--- config.mk ---
export PLATFORM = sky130hd
export DESIGN_NAME = mem_arbiter
export DESIGN_NICKNAME = d
export VERILOG_FILES = /design/src/rtl/mem_arbiter_pkg.sv /design/src/rtl/arb_req_latch.sv /design/src/rtl/mem_arbiter.sv
export SDC_FILE = /design/constraint.sdc
export NUM_CORES = 1
export LEC_CHECK = 0
export CORE_MARGIN = 3
export CORE_UTILIZATION = 40
export DETAILED_ROUTE_END_ITERATION = 8
export GPL_ROUTABILITY_DRIVEN = 0
export HOLD_SLACK_MARGIN = 0.06
export PLACE_DENSITY = 0.92
export SYNTH_ARGS = -nofsm -noshare
export SYNTH_HDL_FRONTEND = slang
export SYNTH_SLANG_ARGS = --single-unit
--- constraint.sdc ---
create_clock -name clk -period 4.7 [get_ports clk]
set_input_delay 1.175 -clock clk [delete_from_list [all_inputs] [get_ports clk]]
set_output_delay 1.175 -clock clk [all_outputs]
set_load 0.01 [all_outputs]
--- src/rtl/mem_arbiter_pkg.sv ---
// Shared definitions for the cache-port arbiter: state encodings and parameter defaults.
package mem_arbiter_pkg;

   typedef enum logic [1:0] {
      ARB_IDLE   = 2'b00,
      ARB_BUSY_I = 2'b01,
      ARB_BUSY_D = 2'b10
   } arb_state_t;

   localparam int MAX_WAIT_DEF = 4;
   localparam int WAIT_W_DEF   = 3;

endpackage

--- src/rtl/arb_req_latch.sv ---
// Holds the granted request so the cache controller sees stable inputs for the
// whole transaction.
module arb_req_latch (
   input  logic        clk,
   input  logic        rst_n,
   input  logic        load,
   input  logic [15:0] addr_nxt,
   input  logic [15:0] data_nxt,
   input  logic        rd_nxt,
   input  logic        wr_nxt,
   output logic [15:0] addr,
   output logic [15:0] data,
   output logic        rd,
   output logic        wr
);

   // capture the winning request on a grant, clear on reset
   always_ff @(posedge clk or negedge rst_n) begin
      if (!rst_n) begin
         addr <= 16'h0;
         data <= 16'h0;
         rd   <= 1'b0;
         wr   <= 1'b0;
      end else if (load) begin
         addr <= addr_nxt;
         data <= data_nxt;
         rd   <= rd_nxt;
         wr   <= wr_nxt;
      end
   end

endmodule

--- src/rtl/mem_arbiter.sv ---
// Shares one cache controller between the fetch port and the data port.
//
// state      | meaning
// -----------+-----------------------------------------------------------
// ARB_IDLE   | no owner; cache inputs held at 0; arbitrate every cycle
// ARB_BUSY_I | fetch owns the cache; arbitrate again on c_done
// ARB_BUSY_D | data owns the cache; arbitrate again on c_done
//
// Data has fixed priority unless a pending fetch has waited MAX_WAIT or more
// cycles. The port completing on a given c_done is excluded from that
// arbitration because its request is still high for that one cycle.
import mem_arbiter_pkg::*;

module mem_arbiter #(
   parameter int MAX_WAIT = MAX_WAIT_DEF,
   parameter int WAIT_W   = WAIT_W_DEF
) (
   input  logic        clk,
   input  logic        rst,
   input  logic        i_rd,
   input  logic [15:0] i_addr,
   input  logic        i_flush,
   output logic [15:0] i_data_out,
   output logic        i_done,
   output logic        i_hit,
   output logic        i_stall,
   output logic        i_err,
   input  logic        d_rd,
   input  logic        d_wr,
   input  logic [15:0] d_addr,
   input  logic [15:0] d_data_in,
   output logic [15:0] d_data_out,
   output logic        d_done,
   output logic        d_hit,
   output logic        d_stall,
   output logic        d_err,
   output logic [15:0] c_addr,
   output logic [15:0] c_data_in,
   output logic        c_read,
   output logic        c_write,
   input  logic [15:0] c_data_out,
   input  logic        c_done,
   input  logic        c_hit,
   input  logic        c_err
);

   arb_state_t        state;
   logic [WAIT_W-1:0] wait_cnt;
   logic              flushed;

   logic              ip, dp, d_ill;
   logic              arb_pt, cand_i, cand_d, grant_i, grant_d;
   logic              busy_i, busy_d, busy, flush_now;
   logic [15:0]       nxt_addr, nxt_data;
   logic              nxt_rd, nxt_wr;
   logic [15:0]       l_addr, l_data;
   logic              l_rd, l_wr;

   // pending requests and the grant decision for this edge
   always_comb begin
      ip      = i_rd & ~i_flush;
      dp      = d_rd ^ d_wr;
      d_ill   = d_rd & d_wr;
      arb_pt  = (state == ARB_IDLE) | c_done;
      cand_i  = ip & (state != ARB_BUSY_I);
      cand_d  = dp & (state != ARB_BUSY_D);
      grant_i = arb_pt & cand_i & (~cand_d | (wait_cnt >= WAIT_W'(MAX_WAIT)));
      grant_d = arb_pt & cand_d & ~grant_i;
      // fetches never carry write data, so the data field is parked at 0
      nxt_addr = grant_i ? i_addr : d_addr;
      nxt_data = grant_i ? 16'h0  : d_data_in;
      nxt_rd   = grant_i ? 1'b1   : d_rd;
      nxt_wr   = grant_i ? 1'b0   : d_wr;
   end

   arb_req_latch u_latch (
      .clk      (clk),
      .rst_n    (rst),
      .load     (grant_i | grant_d),
      .addr_nxt (nxt_addr),
      .data_nxt (nxt_data),
      .rd_nxt   (nxt_rd),
      .wr_nxt   (nxt_wr),
      .addr     (l_addr),
      .data     (l_data),
      .rd       (l_rd),
      .wr       (l_wr)
   );

   // ownership state, fetch starvation counter and flush marker
   always_ff @(posedge clk or negedge rst) begin
      if (!rst) begin
         state    <= ARB_IDLE;
         wait_cnt <= '0;
         flushed  <= 1'b0;
      end else begin
         if (arb_pt) begin
            if (grant_i)      state <= ARB_BUSY_I;
            else if (grant_d) state <= ARB_BUSY_D;
            else              state <= ARB_IDLE;
         end
         if (!ip || grant_i)
            wait_cnt <= '0;
         else if (state != ARB_BUSY_I && wait_cnt != {WAIT_W{1'b1}})
            wait_cnt <= wait_cnt + 1'b1;
         // a fill cannot be aborted, so a flush only hides the eventual completion
         if (state == ARB_BUSY_I && c_done)
            flushed <= 1'b0;
         else if (state == ARB_BUSY_I && i_flush)
            flushed <= 1'b1;
      end
   end

   // route completion back to the owner; everything is held at 0 during reset
   always_comb begin
      busy_i    = rst & (state == ARB_BUSY_I);
      busy_d    = rst & (state == ARB_BUSY_D);
      busy      = busy_i | busy_d;
      flush_now = flushed | i_flush;

      i_done     = busy_i & c_done & ~flush_now;
      i_data_out = i_done ? c_data_out : 16'h0;
      i_hit      = i_done & c_hit;
      i_err      = busy_i & c_err & ~flush_now;
      i_stall    = rst & ip & ~i_done;

      d_done     = busy_d & c_done;
      d_data_out = d_done ? c_data_out : 16'h0;
      d_hit      = d_done & c_hit;
      d_err      = rst & ((busy_d & c_err) | d_ill);
      d_stall    = rst & dp & ~d_done;

      c_addr     = busy ? l_addr : 16'h0;
      c_data_in  = busy ? l_data : 16'h0;
      c_read     = busy & l_rd;
      c_write    = busy & l_wr;
   end

endmodule

* Word level (Yosys, flattened, before mapping)
Index checks and enable logic that the tools add are counted.
Operators by class: add/sub/neg operators 1, multipliers 0, divide/modulo/power cells 0, order comparisons 1, equality and inequality tests 5, shift-type cells 0, mux-type cells 14, bitwise gates (word level) 38, reductions and logical operators 8
Operators by type and width (count):
- 16-bit two-way mux | 6
- 1-bit bitwise AND | 25
- 3-bit two-way mux | 2
- 1-bit NOT | 6
- 1-bit OR | 6
- 1-bit two-way mux | 4
- 2-bit two-way mux | 2
- 2-bit nonzero test | 2
- 3-bit by 1-bit adder with 3-bit output (second input constant) | 1
- 3-bit greater-or-equal comparator (second input constant) | 1
- 1-bit logical AND | 3
- 3-bit != test (second input constant) | 1
- 2-bit by 1-bit == test with 1-bit output (second input constant) | 1
- 2-bit == test (second input constant) | 1
- 2-bit logical NOT | 1
- 2-bit by 1-bit != test with 1-bit output (second input constant) | 1
- 2-bit != test (second input constant) | 1
- 1-bit logical NOT | 1
- 1-bit logical OR | 1
- 1-bit bitwise XOR | 1
Word-level totals: flip-flop bits (word level) 40, latch bits 0, bits in writable memories 0, bits in read-only memories 0, input port bits 73, output and inout port bits 74, word-level logic and storage cells 74, memories 0

* Longest topological paths before layout
word-level depth 9, gate-level depth with buffers 7, mapped depth without buffers 5

* Modules after synthesis
Synthesis repeated with hierarchy kept, for this count alone.
Second synthesis, totals: cells, all modules 237, area total of the unflattened synthesis 2643.8 µm²
Modules (own cells, without submodules):
- arb_req_latch | instances 1, cells an instance 72, area each 1417.6 µm², seq. area each 850.8 µm²
- mem_arbiter | instances 1, cells an instance 165, area each 1226.2 µm², seq. area each 150.1 µm²

* Worst setup path before layout
Ideal clock, no wire load.
kind input-to-output, start in i_rd, end out i_stall, data arrival time 2050 ps, data required time 3525 ps, path slack 1475 ps, cell stages on the path 5, path buffers 2, cells stage by stage nor2b_2 > buf_2 > buf_1 > nand2_1 > nor2_1
Between the ends: longest elaborated chain between the ends 3
RTL lines:
- from (decl) | line mem_arbiter.sv:20 | input logic i_rd,
- 1-bit bitwise AND | line mem_arbiter.sv:61 | ip = i_rd & ~i_flush;
- 1-bit bitwise AND (2 in a row) | line mem_arbiter.sv:125 | i_stall = rst & ip & ~i_done;
- to (decl) | line mem_arbiter.sv:26 | output logic i_stall,
Every way passes these cells.

* Worst setup path in the final report
start in i_flush, end out i_data_out[12]
Between the ends: longest elaborated chain between the ends 4
RTL lines:
- from (decl) | line mem_arbiter.sv:22 | input logic i_flush,
- 1-bit OR | line mem_arbiter.sv:119 | flush_now = flushed | i_flush;
- 1-bit NOT | line mem_arbiter.sv:121 | i_done = busy_i & c_done & ~flush_now;
- 1-bit bitwise AND | line mem_arbiter.sv:121
- 16-bit two-way mux | line mem_arbiter.sv:122 | i_data_out = i_done ? c_data_out : 16'h0;
- to (decl) | line mem_arbiter.sv:23 | output logic [15:0] i_data_out,
Every way passes these cells.

==> run metrics <==
Min-Delay Path Class flip-flop to flip-flop; Worst Path Required 3.52 ns; hold buffers post-CTS 0; WS Path Type primary input to output pin; net count reported at finish 460; Core ar. 5574 um2; # rows 27; post-synthesis area per instance between 9 and 10 um2; root buf cell clkbuf_8; CP max FO 19; Crit path max-delay family buffers and inverters; Initial Utilization a little over two fifths; relative slew slack 39.69%; Yosys cell types 34; clock sink count 40; FILL cells 435; Finished Layout Cells 456; max incr delay on CP 0.54 ns; H-tree levels 2; Setup Viol. Count Final 0; Critical-path top delay cell clkdlybuf4s50_1; DRT iter0 DRCs 75; I/O Buffers about 150; startpoint class of the critical path primary input; Max IR drop VDD 0.0002123 V; most frequent CP cell clkdlybuf4s50_1; CTS Buf Count 5; worst path arrival time roughly 3.2 ns; first-pass GRT wire length 10.82 mm; post-synthesis register bit count 40; Static Leak 1.618 nW; clk buf depth 2; outcome completed; commonest non-fill, non-tap cell in the layout clkdlybuf4s50_1; Vias 2301; Worst-path clk slew 0.07 ns; CP Capture Type output pin; Seq/Total Area, Yosys 43.13%; Total Routed Length a little under 7 mm; gr ovfl total 0; die area about 6800 um2; Netlist Area Pre-Place 2321 um2; die height 82.18 um; fin crit period about 4.4 ns; Post-CTS Repair Setup Buffers 0; GRT Overall Usage 20.65%; Initial DRT Pass Iterations 4; post-route ant nets 0; placed insts approximately 450; YS warnings 0; area delta synth->final 67.17%; Clock Skew 0.004103 ns; Worst-Skew Late Latency 0.28 ns; ant diodes 0; TritonCTS clock tree built; initial antenna violation count 0; final hold vios 0; Slew Viols, Final 0; period utilisation layout 93.28%; I/O pin cnt 147; unrepaired setup endpoints after global routing no; fraction of layout cells with a size suffix above 1 slightly below 5%; worst slew pin tran 0.9046 ns; Max Fclk 228.1 MHz; vias in the first global route approximately 2300; power per cell area 347.5 nW/um2; Post-Syn Nets 320; PostCTS Resize Cnt 0; Post-route DRC 0; worst-path cell chain clkdlybuf4s50_1, nor4_1, and3_1, and2_1, clkdlybuf4s50_1; die width 82.18 um; vias per cell 5.046; maxcap violations 0; most frequent cells in the layout 145 x clkdlybuf4s50_1, 68 x and2_1, 40 x dfrtp_1; pin count of the biggest net entering global routing 34; CP Buf/Inv Count 2; Cells after Synth 244; TNS Setup 0 ns; DPL Wire Length between 5 and 6 mm; drt wl/cell between 15 and 20 um
## cells in the mapped netlist
cell | instances | area [um2]
buf_6 | 4 | 45.04
and3_1 | 4 | 25.02
nand3_1 | 2 | 10.01
nor2b_1 | 3 | 18.77
o21ai_0 | 3 | 15.01
nor2_1 | 21 | 78.83
nand2b_1 | 2 | 12.51
dfrtp_1 | 40 | 1001
o32a_2 | 1 | 11.26
o21ai_2 | 1 | 8.760
nor4_1 | 1 | 6.260
inv_1 | 4 | 15.01
nor2b_2 | 1 | 8.760
nor2_4 | 1 | 11.26
ha_1 | 3 | 37.54
and3b_1 | 1 | 8.760
nand3b_1 | 1 | 7.510
clkbuf_1 | 3 | 11.26
a221o_1 | 16 | 160.2
o211ai_1 | 1 | 7.510
and2_1 | 68 | 425.4
nand2_1 | 22 | 82.58
o22ai_1 | 1 | 6.260
a21oi_1 | 5 | 25.02
o21a_1 | 1 | 7.510
buf_4 | 3 | 22.52
buf_2 | 8 | 40.04
xnor2_1 | 1 | 8.760
a22o_1 | 17 | 148.9
a32oi_4 | 1 | 27.53
buf_1 | 1 | 3.750
nor4bb_1 | 1 | 10.01
nand4_1 | 1 | 6.260
nor2_2 | 1 | 6.260
## routing by layer
layer	GRT usage [%]	vias up	routed length (um)
met2	37.00	114	3418
met5	0	-	0
met4	5.316	0	68
li1	-	1115	-
met3	6.725	7	768
met1	23.65	1065	2638
## flip-flops by register name, indices dropped and copies added, names as in the netlist
signal and count:
u_latch.wr 1, flushed 1, state 2, u_latch.rd 1, u_latch.addr 16, u_latch.data 16, wait_cnt 3
## worst reg2reg max path, stage by stage (launching register included)
cell and delay [ns]:
dfrtp_1 0.50, nor2_2 0.11, o21ai_2 0.07, and3_1 0.76, buf_4 0.32, a22o_1 0.16
## power by group
group	internal (mW)	total, mW	switching, mW
Clock	0.101	0.212	0.111
Sequential	0.483	0.563	0.0801
Combinational	0.330	0.573	0.243
Total	0.915	1.35	0.433
## through the flow
| stage | area (um2) | util [%] | hold WS (ns) | power [mW] | worst slack [ns] |
|---|---|---|---|---|---|
| 3_3_place_gp | 3802 | 68.22 | 0.4798 | 1.129 | 0.4341 |
| 5_1_grt | 3880 | 69.61 | 0.5193 | 1.446 | 0.1974 |
| 2_1_floorplan | 2321 | - | 0.4643 | 0.8928 | 1.475 |
| 6_report | 3880 | 69.61 | 0.4984 | 1.348 | 0.3159 |
| 3_5_place_dp | 3802 | 68.22 | 0.4853 | 1.149 | 0.3155 |
| 4_1_cts | 3880 | 69.61 | 0.5031 | 1.365 | 0.3171 |
## logic make-up (layout without fill, tap and decap cells)
family                   Yosys count  after routing  synth area share, %
adder cells (fa/ha/maj)            3              3                1.617
XOR/XNOR                           1              1               0.3774
AND/OR/NAND/NOR                  130            130                30.94
AO/OA/AOI/OAI                     47             47                18.01
buffers and inverters             23            163                5.929
flip-flops                        40             40                43.13
## layout make-up
class,count,area [um2],area share [%]
multi-input cells,181,1182,30.47
clock buffers,6,72.57,1.870
flip-flops and latches,40,1001,25.80
inverters,4,15.01,0.3870
clock inverters,1,5.005,0.1290
repair buffers,152,1514,39.02
well taps,72,90.09,2.322
## path summary, 6_finish.rpt
check | to | slack [ns] | cells past startpoint | start
worst max-delay path | i_data_out[12] | 0.32 | 5 | i_flush
worst min-delay path | u_latch.data[6]$_DFFE_PN0P_ | 0.50 | 1 | u_latch.data[6]$_DFFE_PN0P_
worst max register to register | u_latch.data[5]$_DFFE_PN0P_ | 2.71 | 5 | state[1]$_DFFE_PN0P_
worst min register to register | u_latch.data[6]$_DFFE_PN0P_ | 0.50 | 1 | u_latch.data[6]$_DFFE_PN0P_
max in group asynchronous | u_latch.addr[9]$_DFFE_PN0P_ | 3.47 | 2 | rst
min in group asynchronous | flushed$_DFFE_PN0P_ | 0.72 | 1 | rst
Note: power is estimated with default switching activity, not from simulation.
